`src/rtl/bp_resolve_queue.sv`:
```
// In-order queue of in-flight branch predictions; emits one predictor update per resolved branch.
// Optional BP_RESOLVE_STATS_EN adds saturating resolve and mispredict counters.
module bp_resolve_queue #(
    parameter int bht_idx_width_p = 10,
    parameter int els_p           = 8
) (
    input  logic                       clk_i,
    input  logic                       reset_i,
    input  logic                       pred_v_i,
    input  logic [bht_idx_width_p-1:0] pred_idx_i,
    input  logic                       pred_taken_i,
    input  logic                       pred_sel_global_i,
    output logic                       pred_ready_o,
    input  logic                       res_v_i,
    input  logic                       res_taken_i,
    input  logic                       flush_i,
    output logic                       w_v_o,
    output logic [bht_idx_width_p-1:0] idx_w_o,
    output logic                       correct_o,
    output logic                       taken_o,
    output logic                       sel_global_o,
    output logic [$clog2(els_p):0]     count_o
`ifdef BP_RESOLVE_STATS_EN
    ,
    output logic [31:0]                stat_total_o,
    output logic [31:0]                stat_miss_o
`endif
);

    localparam int ptr_w = $clog2(els_p);
    localparam int cnt_w = ptr_w + 1;

    typedef struct packed {
        logic [bht_idx_width_p-1:0] idx;
        logic                       taken;
        logic                       sel_global;
    } entry_t;

    entry_t             mem [els_p];
    entry_t             head;
    logic [ptr_w-1:0]   rd_ptr;
    logic [ptr_w-1:0]   wr_ptr;
    logic [cnt_w-1:0]   count;
    logic               enq;
    logic               deq;

    // Ready comes from the registered count only, so a same-cycle dequeue never frees a slot.
    assign pred_ready_o = (count != cnt_w'(els_p));
    assign count_o      = count;
    assign enq          = pred_v_i & pred_ready_o & ~flush_i;
    assign deq          = res_v_i & (count != '0);
    assign head         = mem[rd_ptr];

    always_ff @(posedge clk_i or negedge reset_i) begin
        if (!reset_i) begin
            rd_ptr <= '0;
            wr_ptr <= '0;
            count  <= '0;
        end else if (flush_i) begin
            rd_ptr <= '0;
            wr_ptr <= '0;
            count  <= '0;
        end else begin
            if (enq) wr_ptr <= wr_ptr + ptr_w'(1);
            if (deq) rd_ptr <= rd_ptr + ptr_w'(1);
            case ({enq, deq})
                2'b10:   count <= count + cnt_w'(1);
                2'b01:   count <= count - cnt_w'(1);
                default: count <= count;
            endcase
        end
    end

    // NOTE: storage has no reset; validity is tracked by count and pointers alone.
    always_ff @(posedge clk_i) begin
        if (enq) mem[wr_ptr] <= '{idx: pred_idx_i, taken: pred_taken_i, sel_global: pred_sel_global_i};
    end

    // Update fields hold their last value between dequeues.
    always_ff @(posedge clk_i or negedge reset_i) begin
        if (!reset_i) begin
            w_v_o        <= 1'b0;
            idx_w_o      <= '0;
            correct_o    <= 1'b0;
            taken_o      <= 1'b0;
            sel_global_o <= 1'b0;
        end else begin
            w_v_o <= deq;
            if (deq) begin
                idx_w_o      <= head.idx;
                correct_o    <= (head.taken == res_taken_i);
                taken_o      <= res_taken_i;
                sel_global_o <= head.sel_global;
            end
        end
    end

`ifdef BP_RESOLVE_STATS_EN
    always_ff @(posedge clk_i or negedge reset_i) begin
        if (!reset_i) begin
            stat_total_o <= '0;
            stat_miss_o  <= '0;
        end else if (deq) begin
            if (stat_total_o != '1) stat_total_o <= stat_total_o + 32'd1;
            if ((head.taken != res_taken_i) && (stat_miss_o != '1)) stat_miss_o <= stat_miss_o + 32'd1;
        end
    end
`endif

endmodule

```
`config.mk`:
```
export PLATFORM = sky130hd
export DESIGN_NAME = bp_resolve_queue
export DESIGN_NICKNAME = d
export VERILOG_FILES = /design/src/rtl/bp_resolve_queue.sv
export SDC_FILE = /design/constraint.sdc
export NUM_CORES = 1
export LEC_CHECK = 0
export BUFFER_PORTS_ARGS = -buffer_cell sky130_fd_sc_hd__buf_2
export CAP_MARGIN = 20
export CELL_PAD_IN_SITES_DETAIL_PLACEMENT = 1
export CELL_PAD_IN_SITES_GLOBAL_PLACEMENT = 1
export CORE_MARGIN = 3
export CORE_UTILIZATION = 25
export DETAILED_ROUTE_END_ITERATION = 16
export PLACE_DENSITY = 0.46
export SYNTH_ARGS = -nofsm -noshare
export SYNTH_HDL_FRONTEND = slang
export SYNTH_SLANG_ARGS = --single-unit
```
`constraint.sdc`:
```
create_clock -name clk_i -period 3.2 [get_ports clk_i]
set_input_delay 0.32 -clock clk_i [delete_from_list [all_inputs] [get_ports clk_i]]
set_output_delay 0.32 -clock clk_i [all_outputs]
set_load 0.02 [all_outputs]
```
# After elaboration in Yosys (flattened, before gate mapping)
# Memories as Yosys holds them, arrays and structs flattened.
# Cells that the tools add are included.
# W data, S select, Z words.
totals:
  reg_bits: 24
  latch_bits: 0
  mem_bits_rw: 96
  mem_bits_ro: 0
  output_inout_bits: 19
  word_cells: 33
  n_memories: 1
classes:
  addsub: 4
  multipliers: 0
  n_div: 0
  order_cmp: 0
  eq_ne: 4
  n_shift: 0
  n_mux: 8
  bitwise_logic: 4
  reduce_logical: 4
memory_table:
  columns: ["name", "depth", "word_bits", "read_ports", "rd_ports_with_merged_regs", "wr", "line", "source"]
  rows:
  - ["mem", 8, 12, 1, 0, 1, "39", "entry_t mem [els_p];"]
op_table:
  columns: ["op", "n"]
  rows:
  - ["$mux W3", 4]
  - ["$pmux W4 S2", 1]
  - ["$add A3 B1 Y3 const B", 2]
  - ["$add A4 B1 Y4 const B", 1]
  - ["$mux W4", 1]
  - ["$ne A4 B4 Y1 const B", 1]
  - ["$reduce_bool A2 Y1", 2]
  - ["$reduce_bool A4 Y1", 1]
  - ["$sub A4 B1 Y4 const B", 1]
  - ["$and A1 B1 Y1", 3]
  - ["$reduce_bool A3 Y1", 1]
  - ["$eq A2 B1 Y1 const B", 1]
  - ["$eq A2 B2 Y1 const B", 1]
  - ["$mux W1", 2]
  - ["$eq A1 B1 Y1", 1]
  - ["$not A1 Y1", 1]

# Logic depth before layout (Yosys ltp)
# Gate-level depths: netlist (run 1).
depth:
  word_depth: 6
  ltp_mapped: 10

# Least setup slack after synthesis (run 1)
# OpenSTA, ideal clock, no wires.
synth_path:
  kind: "flip-flop to flip-flop"
  startpoint: "reg count[3], in the netlist count_o[3]"
  endpoint: "reg count[3], in the netlist count_o[3]"
  t_arrival_ns: 2.511
  required_time_ns: 3.072
  slack_ns: 0.561
  path_stages_with_launch: 9
  n_path_buf: 1
  period_less_slack_ns: 2.639
  cell_sequence: "dfrtp_1 o41ai_4 clkbuf_1 nor2_1 ha_1 inv_1 o31ai_1 mux2i_1 mux2_1"
synth_via:
  elab_chain_cells: 6
  elab_cells_between_ends: 12
synth_rtl:
  columns: ["element", "line", "source"]
  rows:
  - ["start: declaration", "43", "logic [cnt_w-1:0] count;"]
  - ["start signal: assignment", "67", "2'b10: count <= count + cnt_w'(1);"]
  - ["start signal: assignment", "68", "2'b01: count <= count - cnt_w'(1);"]
  - ["start signal: assignment", "69", "default: count <= count;"]
  - ["$ne A4 B4 Y1", "48", "assign pred_ready_o = (count != cnt_w'(els_p));"]
  - ["$and A1 B1 Y1 (2 in a row)", "50", "assign enq = pred_v_i & pred_ready_o & ~flush_i;"]
  - ["$eq A2 B1 Y1 or $eq A2 B2 Y1 (tied branches)", "66", "case ({enq, deq})"]
  - ["$pmux W4 S2", "66", null]
  - ["$mux W4", "59", "end else if (flush_i) begin"]
# Several ways; a longest one is shown, not always the timed one.
# A chain may end at the register's enable or synchronous reset.

# Final worst setup path (run 1)
layout_path:
  startpoint: "reg count[1], in the netlist count_o[1]"
  endpoint: "reg count[3], in the netlist count_o[3]"
# The elaborated chain is that of the path after synthesis.

==> results.sh, run 1 <==
export IMPL_outcome="complete, no violations"
export IMPL_via_count=2522
export IMPL_cts_buffers=17
export IMPL_startpoint_type="register"
export IMPL_cp_max_fo=12
export IMPL_cp_required_ns=3.48
export IMPL_min_path_type="input port to register"
export IMPL_setup_viol=0
export IMPL_cts_resized=0
export IMPL_cts_root_buf="clkbuf_16"
export IMPL_finalCriticalPeriod_ns=2.68
export IMPL_fp_coreArea_mm2=0.0188
export IMPL_ios=37
export IMPL_synth_distinct_cells=38
export IMPL_tritoncts="done"
export IMPL_clk_pin_slew_ns=0.06
export IMPL_rsz0062_at_grt="no"
export IMPL_grt_pass1_vias=2692
export IMPL_vdd_drop_max_mv=0.367
export IMPL_cp_arrival_ns=2.96
export IMPL_hold_viol_final=0
export IMPL_drive_gt1_share_pct=32.6
export IMPL_max_stage_delay_ns=0.63
export IMPL_die_y_um=145
export IMPL_cts_sinks=120
export IMPL_syn_area_per_cell_um2=17.9
export IMPL_grt_pass1_wl_um=16500
export IMPL_endpoint_kind="register"
export IMPL_grt_use_total_pct=10.6
export IMPL_power_density_mw_per_mm2=827
export IMPL_viasPerCell=4.22
export IMPL_rows=50
export IMPL_critical_path_class="register to register"
export IMPL_die_area_mm2=0.0210
export IMPL_drv_slew=0
export IMPL_hpwl_um=6550
export IMPL_synth_edf_count=96
export IMPL_die_w_um=145
export IMPL_portBuffers=36
export IMPL_fin_worst_skew_ns=0.00720
export IMPL_initial_core_util_pct=25.7
export IMPL_fmax_mhz=373
export IMPL_clk_latency_ns=0.41
export IMPL_overflow=0
export IMPL_syn_cell_area_mm2=0.00483
export IMPL_leakagePower_uw=0.00206
export IMPL_cpMaxStageDelayCell="dfrtp_1"
export IMPL_grt_antenna_before_repair=1
export IMPL_antenna_left=0
export IMPL_crit_chain="nor4b_4 > nor3_1 > nor2_1 > ha_1 > inv_1 > o31ai_1 > mux2i_1 > mux2_1"
export IMPL_ys_warn_count=0
export IMPL_syn_nets=292
export IMPL_setup_tns_ns=0
export IMPL_synth_cells=270
export IMPL_clk_path_buf_depth=2
export IMPL_period_share_pct=83.8
export IMPL_slew_headroom_pct=37.7
export IMPL_ys_flop_type="edfxtp_1"
export IMPL_netlist_area_leader_share_pct=59.7
export IMPL_worst_hold_slack_ns=0.145
export IMPL_yosys_area_top_type="edfxtp_1"
export IMPL_ys_seq_area_share_pct=72.1
export IMPL_cts_max_level=4
export IMPL_drv_cap=0
export IMPL_postRouteWirelength_um=10500
export IMPL_wl_per_cell_um=17.6
export IMPL_antenna_cells=0
export IMPL_dr_pass1_iters=4
export IMPL_final_nets=347
export IMPL_grt_max_degree=30
export IMPL_yosys_top_cells_area="edfxtp_1 (60%), dfrtp_1 (12%), mux4_2 (11%), mux2i_1 (2.7%), nand2_1 (1.7%)"
export IMPL_ys_ff_latch=120
export IMPL_reg2reg_slack_ns=0.52
export IMPL_tightest_slew_ns=0.935
export IMPL_synth_async_reset_ratio_pct=20.0
export IMPL_drt_iter0_drc=109
export IMPL_drc=0
export IMPL_area_growth_pct=22.6
export IMPL_place_congestion=0.725
==> logic make-up (layout without fill, tap and decap cells) <==
logic type	Yosys count	in the layout	share of synthesized area [%]
XOR/XNOR	6	6	1.09
buffers and inverters	19	86	1.86
flip-flops	120	120	72.1
multiplexers	38	38	14.1
adder cells (fa/ha/maj)	4	4	1.04
AND/OR/NAND/NOR	52	52	5.36
AO/OA/AOI/OAI	31	31	4.45
==> layer usage <==
metal / wire, um / vias up / track usage, %
met4: 182 / 2 / 4.85
met5: 9 / - / 0
met3: 351 / 13 / 3.06
met2: 4860 / 47 / 15.7
met1: 5130 / 1289 / 14.4
li1: - / 1171 / -
==> what timing repair did <==
| action | 4_1_cts | 5_1_grt |
|---|---|---|
| hold buffers | 1 | 0 |
| buffers inserted | 0 | 0 |
| endpoints found under the hold margin | 24 | 0 |
==> critical path: cells and delay by family (launching register included) <==
family | cells | cell delay, ns
DFF | 1 | 0.63
and+or+nand+nor | 3 | 0.62
muxes | 2 | 0.58
adders and majority gates | 1 | 0.36
AOI/OAI and AO/OA | 1 | 0.30
buffers and inverters | 1 | 0.06
==> Yosys cell counts (4+ instances only) <==
cell      instances
o21ai_0           4
edfxtp_1         96
nand2_1          22
clkbuf_1          6
o21ai_1          10
ha_1              4
mux4_2           24
mux2i_1          13
xor2_1            4
dfrtp_1          24
nor3_1            5
nor2_1           14
==> metrics by stage <==
| step | utilization (%) | total power, uW | std cells | area [um2] | worst slack, ns |
|---|---|---|---|---|---|
| floorplan | - | 2900 | 270 | 4830 | 0.561 |
| global placement | 28.6 | 3240 | 565 | 5380 | 0.641 |
| detailed placement | 28.6 | 3260 | 565 | 5380 | 0.537 |
| CTS | 31.5 | 5000 | 597 | 5920 | 0.501 |
| global route | 31.5 | 5200 | 597 | 5920 | 0.375 |
| finish | 31.5 | 4900 | 597 | 5920 | 0.518 |
==> layout make-up <==
| type | instances | area (um2) |
|---|---|---|
| Inverter | 4 | 15.0 |
| Tap cell | 260 | 325 |
| Fill cell | 1954 | 12900 |
| Clock inverter | 14 | 110 |
| Multi-Input combinational cell | 131 | 1270 |
| Sequential cell | 120 | 3480 |
| Clock buffer | 17 | 425 |
| Timing Repair Buffer | 51 | 295 |
==> cell usage in the layout, fill, tap and decap left out, types with 3 or more instances in the layout <==
master	instances
a211oi_1	3
a21oi_1	3
buf_2	36
buf_4	14
clkbuf_16	17
clkinv_1	3
clkinv_2	4
clkinvlp_4	3
dfrtp_1	24
edfxtp_1	96
ha_1	4
mux2i_1	13
mux4_2	24
nand2_1	22
nand2b_1	3
nor2_1	14
nor3_1	3
o21ai_0	4
o21ai_1	10
xor2_1	4
==> report_power, final <==
group          internal (uW)  switching (uW)
clock network           1050             665
logic                    507             690
registers               1860             130
==> final timing paths <==
| kind | to | start | cells past startpoint |
|---|---|---|---|
| min in group asynchronous | wr_ptr[1]$_DFFE_PN0P_ | reset_i | 2 |
| max in group asynchronous | idx_w_o[5]$_DFFE_PN0P_ | reset_i | 2 |
| worst max register to register | count_o[3]$_DFFE_PN0P_ | count_o[1]$_DFFE_PN0P_ | 8 |
| worst min register to register | taken_o$_DFFE_PN0P_ | taken_o$_DFFE_PN0P_ | 2 |
| worst max-delay path | count_o[3]$_DFFE_PN0P_ | count_o[1]$_DFFE_PN0P_ | 8 |
| worst min-delay path | taken_o$_DFFE_PN0P_ | res_taken_i | 3 |
==> flip-flops by register name (all words and copies together), names as in the netlist <==
register,flops
mem,96
idx_w_o,10
count_o,4
rd_ptr,3
wr_ptr,3
correct_o,1
sel_global_o,1
taken_o,1
w_v_o,1
Power figures use the tool's default switching activity.
==> inputs of run 2 (changes only) <==
clock period = 2.7 ns   (was 3.2 ns; I/O delays follow)
==> run 2 against run 1 <==
Clock skew up 0.0011 ns. Clock-buffer cell count up 1. Critical path depth unchanged. First-iteration DRC count up 20%. Non-clock buffer count up 2. Global-route usage about the same. Combinational power up 23%. Flip-flop and latch count unchanged. Total power up 21%. Largest power group unchanged.
==> results.sh, run 2 (same netlist as run 1, synthesis figures left out) <==
export IMPL_die_w_um=145
export IMPL_grt_pass1_wl_um=16600
export IMPL_grt_pass1_vias=2814
export IMPL_holdCritStartpoint="res_taken_i"
export IMPL_grt_use_total_pct=10.6
export IMPL_tightest_slew_ns=0.805
export IMPL_power_density_mw_per_mm2=991
export IMPL_via_count=2556
export IMPL_die_y_um=145
export IMPL_period_share_pct=92.1
export IMPL_place_congestion=0.697
export IMPL_drv_slew=0
export IMPL_fmax_mhz=402
export IMPL_grt_max_degree=30
export IMPL_antenna_cells=0
export IMPL_switchingPower_uw=1810
export IMPL_viasPerCell=4.26
export IMPL_ios=37
export IMPL_hold_depth=3
export IMPL_layout_common_cells="edfxtp_1 (96), buf_2 (36), mux4_2 (24), dfrtp_1 (24), nand2_1 (22)"
export IMPL_r2r_start="count_o[0]$_DFFE_PN0P_"
export IMPL_hold_viol_final=0
export IMPL_leakagePower_uw=0.00209
export IMPL_fp_coreArea_mm2=0.0188
export IMPL_largest_reg_flops=96
export IMPL_r2r_end="count_o[3]$_DFFE_PN0P_"
export IMPL_startpoint_type="register"
export IMPL_portBuffers=36
export IMPL_r2r_cells=8
export IMPL_crit_start="count_o[0]$_DFFE_PN0P_"
export IMPL_grt_antenna_before_repair=2
export IMPL_hpwl_um=6480
export IMPL_top_register="mem"
export IMPL_cts_sinks=120
export IMPL_vdd_drop_max_mv=0.435
export IMPL_fin_worst_skew_ns=0.00832
export IMPL_final_nets=349
export IMPL_drive_gt1_share_pct=33.5
export IMPL_internal_power_uw=4110
export IMPL_clkPwrFrac_pct=35.5
export IMPL_reg2reg_slack_ns=0.21
export IMPL_endpoint_kind="register"
export IMPL_cp_arrival_ns=2.78
export IMPL_drt_iter0_drc=131
export IMPL_cp_max_fo=11
export IMPL_hold_end="taken_o$_DFFE_PN0P_"
export IMPL_p_comb_share_pct=24.9
export IMPL_switching_share_pct=30.6
export IMPL_slew_headroom_pct=46.3
export IMPL_dr_pass1_iters=4
export IMPL_cts_max_level=4
export IMPL_finalCriticalPeriod_ns=2.49
export IMPL_setup_tns_ns=0
export IMPL_postRouteWirelength_um=10500
export IMPL_min_path_type="input port to register"
export IMPL_seqPwrFrac_pct=39.6
export IMPL_rows=50
export IMPL_wl_per_cell_um=17.4
export IMPL_drv_cap=0
export IMPL_clk_latency_ns=0.41
export IMPL_rsz0062_at_grt="no"
export IMPL_cts_buffers=17
export IMPL_postLayoutCoreUtil_pct=31.7
export IMPL_antenna_left=0
export IMPL_overflow=0
export IMPL_initial_core_util_pct=25.7
export IMPL_die_area_mm2=0.0210
export IMPL_tritoncts="done"
export IMPL_cp_required_ns=2.99
export IMPL_clk_pin_slew_ns=0.06
export IMPL_setup_viol=0
export IMPL_layout_commonest_cell="edfxtp_1"
export IMPL_clk_path_buf_depth=2
export IMPL_cts_root_buf="clkbuf_16"
export IMPL_drc=0
export IMPL_area_growth_pct=23.5
export IMPL_outcome="complete, no violations"
export IMPL_critical_path_class="register to register"
## run 2: worst max-delay path, cell delays in order (launching register included)
cell	delay, ns
dfrtp_1	0.62
nor4b_4	0.09
nor3_1	0.24
nor2_1	0.12
ha_1	0.35
inv_1	0.05
o31ai_1	0.31
mux2i_1	0.26
mux2_1	0.33
## run 2: area by class of cell
| class | count | area [um2] |
|---|---|---|
| fillers | 1920 | 12900 |
| flip-flops and latches | 120 | 3480 |
| multi-input cells | 131 | 1270 |
| clock buffers | 18 | 429 |
| well taps | 260 | 325 |
| repair buffers | 53 | 323 |
| clock inverters | 14 | 125 |
| inverters | 4 | 15.0 |
## run 2: per-stage QoR
stage	setup slack [ns]	cell area (um2)	hold slack, ns	cells	total power (uW)
2_1_floorplan	0.0613	4830	-0.0256	270	3440
3_3_place_gp	0.325	5410	0.311	567	3880
3_5_place_dp	0.225	5410	0.319	567	3900
4_1_cts	0.198	5970	0.0612	600	6030
5_1_grt	0.0287	5970	0.0920	600	6260
6_report	0.214	5970	0.0829	600	5910
## run 2: metal layers
metal	global-route usage, %	routed length (um)
met1	13.8	4880
met2	16.5	5020
met3	3.25	348
met4	4.42	198
met5	0	23
## run 2: power groups by stage
stage | Sequential, uW | Clock [uW] | Combinational, uW
floorplan | 2500 | 0 | 935
global placement | 2370 | 0 | 1510
detailed placement | 2390 | 0 | 1510
CTS | 2350 | 2160 | 1520
global route | 2370 | 2240 | 1650
finish | 2340 | 2100 | 1470
## run 2: how the worst max path moves through the flow
stage / to / depth (start not counted)
after global placement: count_o[3]$_DFFE_PN0P_ / 8
after detailed placement: count_o[3]$_DFFE_PN0P_ / 8
after CTS: count_o[3]$_DFFE_PN0P_ / 8
final: count_o[3]$_DFFE_PN0P_ / 8
after floorplan: count_o[3]$_DFFE_PN0P_ / 8
after global routing: count_o[3]$_DFFE_PN0P_ / 8
## run 2: timing repair
action | in CTS | in global routing
hold buffers | 1 | 0
hold endpoints to repair | 24 | 0
gates resized for setup | 0 | 0
setup buffers | 0 | 0
